**src/rtl/instr_ram_loader_if.sv**
```systemverilog
// Stream-in and RAM-write bundle for the instruction RAM loader.
// The slave modport is the loader's view; master is the stream source / RAM side.
interface instr_ram_loader_if #(
  parameter int ADDR_W = 8
);
  logic [7:0]        in_data;
  logic              in_valid;
  logic              in_ready;
  logic              mem_we;
  logic [ADDR_W-1:0] mem_addr;
  logic [7:0]        mem_wdata;

  modport master (
    output in_data, in_valid,
    input  in_ready, mem_we, mem_addr, mem_wdata
  );

  modport slave (
    input  in_data, in_valid,
    output in_ready, mem_we, mem_addr, mem_wdata
  );
endinterface

```
**src/rtl/instr_ram_loader.sv**
```systemverilog
// Length-prefixed byte-stream loader for the instruction RAM; holds the core in reset until done.
// Define LOADER_CHECKSUM_EN to require a trailing checksum byte (8-bit sum of all bytes == 0).
module instr_ram_loader #(
  parameter int                ADDR_W    = 8,
  parameter logic [ADDR_W-1:0] BASE_ADDR = '0
) (
  input  logic              clk,
  input  logic              Reset,
  instr_ram_loader_if.slave bus,
  input  logic              restart,
  output logic              core_hold,
  output logic              done,
  output logic              error,
  output logic [ADDR_W:0]   bytes_written
);

  typedef enum logic [2:0] {
    S_LEN,
    S_DATA,
`ifdef LOADER_CHECKSUM_EN
    S_CSUM,
`endif
    S_DONE,
    S_ERR
  } state_t;

  state_t            state;
  logic [8:0]        remaining;
  logic [ADDR_W-1:0] ptr;
  logic              xfer;

`ifdef LOADER_CHECKSUM_EN
  logic [7:0] sum;
  logic [7:0] csum_total;
  assign csum_total = sum + bus.in_data;
`else
  assign error = 1'b0;
`endif

`ifdef LOADER_CHECKSUM_EN
  assign bus.in_ready = (state == S_LEN) || (state == S_DATA) || (state == S_CSUM);
`else
  assign bus.in_ready = (state == S_LEN) || (state == S_DATA);
`endif

  assign xfer = bus.in_valid && bus.in_ready;

  always_ff @(posedge clk or posedge Reset) begin
    if (Reset) begin
      state         <= S_LEN;
      remaining     <= 9'd0;
      ptr           <= BASE_ADDR;
      bus.mem_we    <= 1'b0;
      bus.mem_addr  <= BASE_ADDR;
      bus.mem_wdata <= 8'd0;
      core_hold     <= 1'b1;
      done          <= 1'b0;
      bytes_written <= '0;
`ifdef LOADER_CHECKSUM_EN
      sum           <= 8'd0;
      error         <= 1'b0;
`endif
    end else begin
      bus.mem_we <= 1'b0;
      case (state)
        S_LEN: begin
          if (xfer) begin
            // A length byte of zero encodes a full 256-byte load.
            remaining     <= (bus.in_data == 8'd0) ? 9'd256 : {1'b0, bus.in_data};
            bytes_written <= '0;
            ptr           <= BASE_ADDR;
`ifdef LOADER_CHECKSUM_EN
            sum           <= bus.in_data;
`endif
            state         <= S_DATA;
          end
        end
        S_DATA: begin
          if (xfer) begin
            bus.mem_we    <= 1'b1;
            bus.mem_addr  <= ptr;
            bus.mem_wdata <= bus.in_data;
            ptr           <= ptr + ADDR_W'(1);
            bytes_written <= bytes_written + (ADDR_W+1)'(1);
            remaining     <= remaining - 9'd1;
`ifdef LOADER_CHECKSUM_EN
            sum           <= sum + bus.in_data;
            if (remaining == 9'd1) state <= S_CSUM;
`else
            if (remaining == 9'd1) begin
              state     <= S_DONE;
              done      <= 1'b1;
              core_hold <= 1'b0;
            end
`endif
          end
        end
`ifdef LOADER_CHECKSUM_EN
        S_CSUM: begin
          if (xfer) begin
            if (csum_total == 8'd0) begin
              state     <= S_DONE;
              done      <= 1'b1;
              core_hold <= 1'b0;
            end else begin
              state <= S_ERR;
              error <= 1'b1;
            end
          end
        end
`endif
        S_DONE, S_ERR: begin
          if (restart) begin
            state     <= S_LEN;
            done      <= 1'b0;
            core_hold <= 1'b1;
`ifdef LOADER_CHECKSUM_EN
            error     <= 1'b0;
`endif
          end
        end
        default: state <= S_LEN;
      endcase
    end
  end

endmodule

```
**src/flat_wrapper.sv**
```systemverilog
// flat-port wrapper written by rule: the top's interface ports become plain ports
module instr_ram_loader_flat 
#(
  parameter int                ADDR_W    = 8,
  parameter logic [ADDR_W-1:0] BASE_ADDR = '0
)
  (clk, Reset, restart, core_hold, done, error, bytes_written, bus_in_data, bus_in_valid, bus_in_ready, bus_mem_we, bus_mem_addr, bus_mem_wdata);
  instr_ram_loader_if #(.ADDR_W(ADDR_W)) bus_i ();
  input  logic clk;
  input  logic Reset;
  input  logic restart;
  output logic core_hold;
  output logic done;
  output logic error;
  output logic [ADDR_W:0] bytes_written;
  input wire logic [$bits(bus_i.in_data)-1:0] bus_in_data;
  input wire logic [$bits(bus_i.in_valid)-1:0] bus_in_valid;
  output wire logic [$bits(bus_i.in_ready)-1:0] bus_in_ready;
  output wire logic [$bits(bus_i.mem_we)-1:0] bus_mem_we;
  output wire logic [$bits(bus_i.mem_addr)-1:0] bus_mem_addr;
  output wire logic [$bits(bus_i.mem_wdata)-1:0] bus_mem_wdata;
  assign bus_i.in_data = bus_in_data;
  assign bus_i.in_valid = bus_in_valid;
  assign bus_in_ready = bus_i.in_ready;
  assign bus_mem_we = bus_i.mem_we;
  assign bus_mem_addr = bus_i.mem_addr;
  assign bus_mem_wdata = bus_i.mem_wdata;
  instr_ram_loader #(.ADDR_W(ADDR_W), .BASE_ADDR(BASE_ADDR)) u_core (.clk(clk), .Reset(Reset), .bus(bus_i), .restart(restart), .core_hold(core_hold), .done(done), .error(error), .bytes_written(bytes_written));
endmodule
```
**config.mk**
```make
export PLATFORM = sky130hd
export DESIGN_NAME = instr_ram_loader_flat
export DESIGN_NICKNAME = d
export VERILOG_FILES = /design/src/rtl/instr_ram_loader_if.sv /design/src/rtl/instr_ram_loader.sv /design/src/flat_wrapper.sv
export SDC_FILE = /design/constraint.sdc
export NUM_CORES = 1
export LEC_CHECK = 0
export BUFFER_PORTS_ARGS = -buffer_cell sky130_fd_sc_hd__buf_2
export CAP_MARGIN = 20
export CORE_AREA = 3 3 76 78
export CTS_CLUSTER_SIZE = 30
export DETAILED_ROUTE_END_ITERATION = 10
export DIE_AREA = 0 0 79 81
export HOLD_SLACK_MARGIN = 0.06
export PLACE_DENSITY = 0.65
export SYNTH_ARGS = -nofsm -noshare
export SYNTH_HDL_FRONTEND = slang
export SYNTH_SLANG_ARGS = --single-unit
```
**constraint.sdc**
```tcl
create_clock -name clk -period 3.2 [get_ports clk]
set_input_delay 0.8 -clock clk [delete_from_list [all_inputs] [get_ports clk]]
set_output_delay 0.8 -clock clk [all_outputs]
set_load 0.05 [all_outputs]
```
======== Word level (Yosys, flattened, before mapping) ========
Index checks and enable logic that the tools add are counted.
word-level totals
  word-level logic and storage cells ...... 56
  input port bits ......................... 12
  memories kept ........................... 0
  RAM bits ................................ 0
  latch bits .............................. 0
  output and inout bits ................... 30
  flip-flop bits (word level) ............. 48
  bits in read-only memories .............. 0
operators by class
  multipliers ............................. 0
  equality and inequality tests ........... 8
  divide/modulo/power cells ............... 0
  magnitude comparators ................... 0
  $add $sub $neg .......................... 3
  mux-type cells .......................... 25
  reduce and logical (&&, ||, !) cells .... 11
  bitwise logic cells ..................... 0
  shift-type cells ........................ 0
operators by type and width
  kind                                                                     count
  9-bit two-way mux                                                        5
  9-bit case mux with 2 select lines                                       2
  8-bit two-way mux                                                        2
  8-bit case mux with 2 select lines                                       1
  3-bit two-way mux                                                        4
  9-bit by 1-bit adder with 9-bit output, second input constant            1
  9-bit by 1-bit == test with 1-bit output, second input constant          1
  3-bit case mux with 3 select lines                                       1
  9-bit by 1-bit subtractor with 9-bit output, second input constant       1
  8-bit by 1-bit adder with 8-bit output, second input constant            1
  8-bit logical NOT                                                        1
  1-bit two-way mux                                                        8
  4-bit AND reduction                                                      2
  3-bit by 2-bit == test with 1-bit output, second input constant          2
  2-bit by 1-bit inequality test with 1-bit output, second input constant  2
  2-bit inequality test, second input constant                             2
  1-bit case mux with 2 select lines                                       2
  2-bit nonzero test                                                       2
  3-bit by 1-bit == test with 1-bit output, second input constant          1
  3-bit logical NOT                                                        1
  3-bit AND reduction                                                      1
  2-bit AND reduction                                                      1
  2-bit OR reduction                                                       1
  1-bit logical AND                                                        1
  1-bit logical OR                                                         1

======== Depth between registers and ports, before layout ========
  word-level depth ........................ 5
  mapped depth ............................ 6
  mapped depth without buffers ............ 5

======== Worst setup path before layout ========
No wires, ideal clock.
  path type ............................... in2reg
  start ................................... in bus_in_valid
  end ..................................... reg u_core.bytes_written[6]
  setup time .............................. 0.078 ns
  arrival ................................. 1.731 ns
  required time ........................... 3.122 ns
  slack ................................... 1.391 ns
  cell stages on the path ................. 4
  buffers on the path ..................... 1
  path through ............................ clkbuf_2 -> nand3b_1 -> or4_1 -> a21oi_1
between the ends
  cells in the longest elaborated chain, start to end .. 3
  elaborated cells between the ends (all ways) .. 4
  classes of those cells .................. eq/ne: 2; reduce/logical: 2
RTL lines
  element                                                            RTL line                source
  start: declaration                                                 flat_wrapper.sv:17      input wire logic [$bits(bus_i.in_valid)-1:0] bus_in_valid;
  1-bit logical AND (*)                                              instr_ram_loader.sv:46  assign xfer = bus.in_valid && bus.in_ready;
  2-bit by 1-bit inequality test with 1-bit output (no source line)  -
  3-bit AND reduction (no source line) (*)                           -
  end signal: assignment                                             instr_ram_loader.sv:84  bytes_written <= bytes_written + (ADDR_W+1)'(1);
  end: declaration                                                   instr_ram_loader.sv:14  output logic [ADDR_W:0] bytes_written
Mark *: on every way between the ends. The rest lies on a longest branch, timed or not.
A chain may end at the register's enable or synchronous reset.

======== Final worst setup path ========
  start ................................... reg u_core.state[1]
  end ..................................... out bus_in_ready
between the ends
  cells in the longest elaborated chain, start to end .. 2
  elaborated cells between the ends (all ways) .. 3
  classes of those cells .................. eq/ne: 1; reduce/logical: 2
RTL lines
  element                                                                        RTL line                source
  start: declaration                                                             instr_ram_loader.sv:27  state_t state;
  start signal: assignment                                                       instr_ram_loader.sv:50  state <= S_LEN;
  start signal: assignment                                                       instr_ram_loader.sv:75  state <= S_DATA;
  start signal: assignment                                                       instr_ram_loader.sv:91  state <= S_DONE;
  3-bit by 1-bit == test with 1-bit output or 3-bit logical NOT (tied branches)  instr_ram_loader.sv:43  assign bus.in_ready = (state == S_LEN) || (state == S_DATA);
  1-bit logical OR (*)                                                           instr_ram_loader.sv:43
  end: declaration                                                               flat_wrapper.sv:18      output wire logic [$bits(bus_i.in_ready)-1:0] bus_in_ready;
Marked as above.

==> reports/metrics.csv <==
metric,value,unit
status,finished clean,
synth_flop_cell,dfrtp_1,
pre_cts_slack,0.993,ns
track_usage,16.9,%
worst_pin_slew,0.658,ns
cts_max_level,2,
die-area,6400,um^2
gp_congestion,0.769,
clock.fmax,481,MHz
final_nets,305,
antennaDiodeCount,0,
cts_tree,yes,
grt_pass1_vias,1772,
cp_data_required_time,2.40,ns
async_flop_share,100,%
ys_top_cells_by_count,"nand2_1, dfrtp_1, inv_1",
viasPerCell,5.33,
avgSynthCellArea,9.25,um^2
post_cts_buffers,0,
synthTopCellsByArea,"dfrtp_1, nand2_1, o21ai_0",
use_met3,3.88,%
synth-seq-area-share,51.1,%
top_usage_layer,met2,
cp_cell_sequence,"inv_1, buf_2",
start_kind,flip-flop,
ctsRootBufferMaster,clkbuf_8,
finalMaxSlewViolations,0,
setup_viol,0,
synth_top_area_share,50.0,%
cts_buffer_depth,2,
core_area,5140,um^2
synth-edff-count,0,
r2r-start,u_core.state[1],
ant_nets,0,
clock_skew,0.0102,ns
max-slew-margin-rel,55.7,%
slowest_stage,dfrtp_1,
dieHeight,81,um
drive_gt1_share,20.3,%
fin_ws,1.12,ns
dpl.hpwl,3430,um
top_level_ports,42,
pwr_density_cell,929,nW/um^2
grt-ovfl-total,0,
period_minus_slack,2.08,ns
leakagePower,1.29,nW
critPathKind,reg -> out,
start_util,44.8,%
antenna_found_initial,0,
numCtsBuffers,5,
syn_nets,265,
vias,1920,
r2r_cells,6,
final-hold-violation-count,0,
cpPeakStageDelay,0.64,ns
die_w,79,um
grt_pass1_wl,8460,um
use_met1,23.4,%
rsz0062_at_grt,false,
tns,0,ns
routed_wirelength,5050,um
dr.pass1.iters,4,
regToRegEndpoint,u_core.remaining[7],
cts.sinks,47,
numPortBuffers,40,
num_rows,26,
post_drt_wl_per_cell,14.0,um
hold_slack,0.382,ns
synth-seq-cells,47,
drt_iter0_markers,129,
netlist_area,2300,um^2
holdBufCountCts,0,
cp-end-kind,output pin,
cp_num_cells,2,
grt_max_degree,48,
drv_cap,0,
path_buf_inv,2,
crit_family,flip-flops,
ys_warn_count,0,
layout-area-overhead-vs-synth,16.7,%
use_met2,25.9,%
cts-resized-gates,0,
yosysMostFrequentCell,nand2_1,
rrSetupSlack,1.27,ns
hold_path_class,in -> async,
syn_inst,249,
clk_pin_slew,0.08,ns
period_share,65.0,%
drcViolationCount,0,
vdd_drop_max,0.436,mV
cp.arrival,1.28,ns
ys_types,44,
clk_latency,0.30,ns
synth_area_leader_cell,dfrtp_1,
crit_fanout,17,
## registers in the layout, summed over array words and instances (netlist names)
register / count
u_core.done: 1
u_core.core_hold: 1
u_core.bus.mem_we: 1
u_core.bus.mem_wdata: 8
u_core.ptr: 8
u_core.bytes_written: 9
u_core.state: 2
u_core.bus.mem_addr: 8
u_core.remaining: 9
## kinds of logic (layout without fill, tap and decap cells)
kind of cell,count (synthesis),count (layout),share of synthesized area [%]
flops,47,47,51.1
mux,4,4,1.74
buf+inv,24,65,4.24
compound gates,50,50,14.3
fa+ha+maj,4,4,2.17
other cells,1,1,0.163
simple gates,119,119,26.3
## placed cells by master, fill, tap and decap left out, types with 4 or more instances in the layout
master | synthesis | final
inv_1 | 12 | 11
nor2_1 | 5 | 5
nand3_1 | 7 | 7
buf_4 | 1 | 4
o22ai_1 | 4 | 4
a211oi_1 | 4 | 4
o21ai_0 | 11 | 11
buf_2 | 2 | 40
nor3b_1 | 6 | 6
nand2b_1 | 5 | 5
a21oi_1 | 10 | 10
dfrtp_1 | 46 | 46
nor3_1 | 7 | 7
o211ai_1 | 6 | 6
nand2_1 | 62 | 62
clkbuf_8 | 0 | 7
ha_1 | 4 | 4
mux2i_1 | 4 | 4
or4_1 | 5 | 5
## final cells by class
| type | count | area, um^2 |
|---|---|---|
| well taps | 70 | 87.6 |
| clock buffers | 8 | 100 |
| multi-input cells | 178 | 1030 |
| inverters | 12 | 45.0 |
| fillers | 513 | 2450 |
| repair buffers | 45 | 250 |
| flip-flops and latches | 47 | 1180 |
## metrics by stage
stage                     cell area (um^2)  std cells  total power, mW  util, %
after floorplan                       2300        249             1.85        -
after global placement                2570        351             2.10     50.0
after detailed placement              2570        351             2.12     50.0
after CTS                             2670        359             2.52     51.9
after global routing                  2690        360             2.68     52.3
final                                 2690        360             2.50     52.3
## per-layer routing
layer  vias up  wire [um]
li1        956          -
met3         8        264
met2        49       2210
met5         -          0
met1       907       2490
met4         0         93
## worst max-delay path by stage
stage,start,end
3_3_place_gp,bus_in_valid,u_core.remaining[7]
3_5_place_dp,bus_in_valid,u_core.remaining[7]
5_1_grt,u_core.state[1],bus_in_ready
2_1_floorplan,Reset,u_core.bus.mem_addr[0]
4_1_cts,u_core.state[1],bus_in_ready
6_report,u_core.state[1],bus_in_ready
## report_power, final
| part | switching [mW] | total (mW) | leakage, nW | internal (mW) |
|---|---|---|---|---|
| Sequential | 0.205 | 1.00 | 0.563 | 0.797 |
| Combinational | 0.769 | 1.11 | 0.680 | 0.338 |
| Clock | 0.191 | 0.388 | 0.0515 | 0.197 |
No activity file was read; power rests on OpenSTA's default activity.
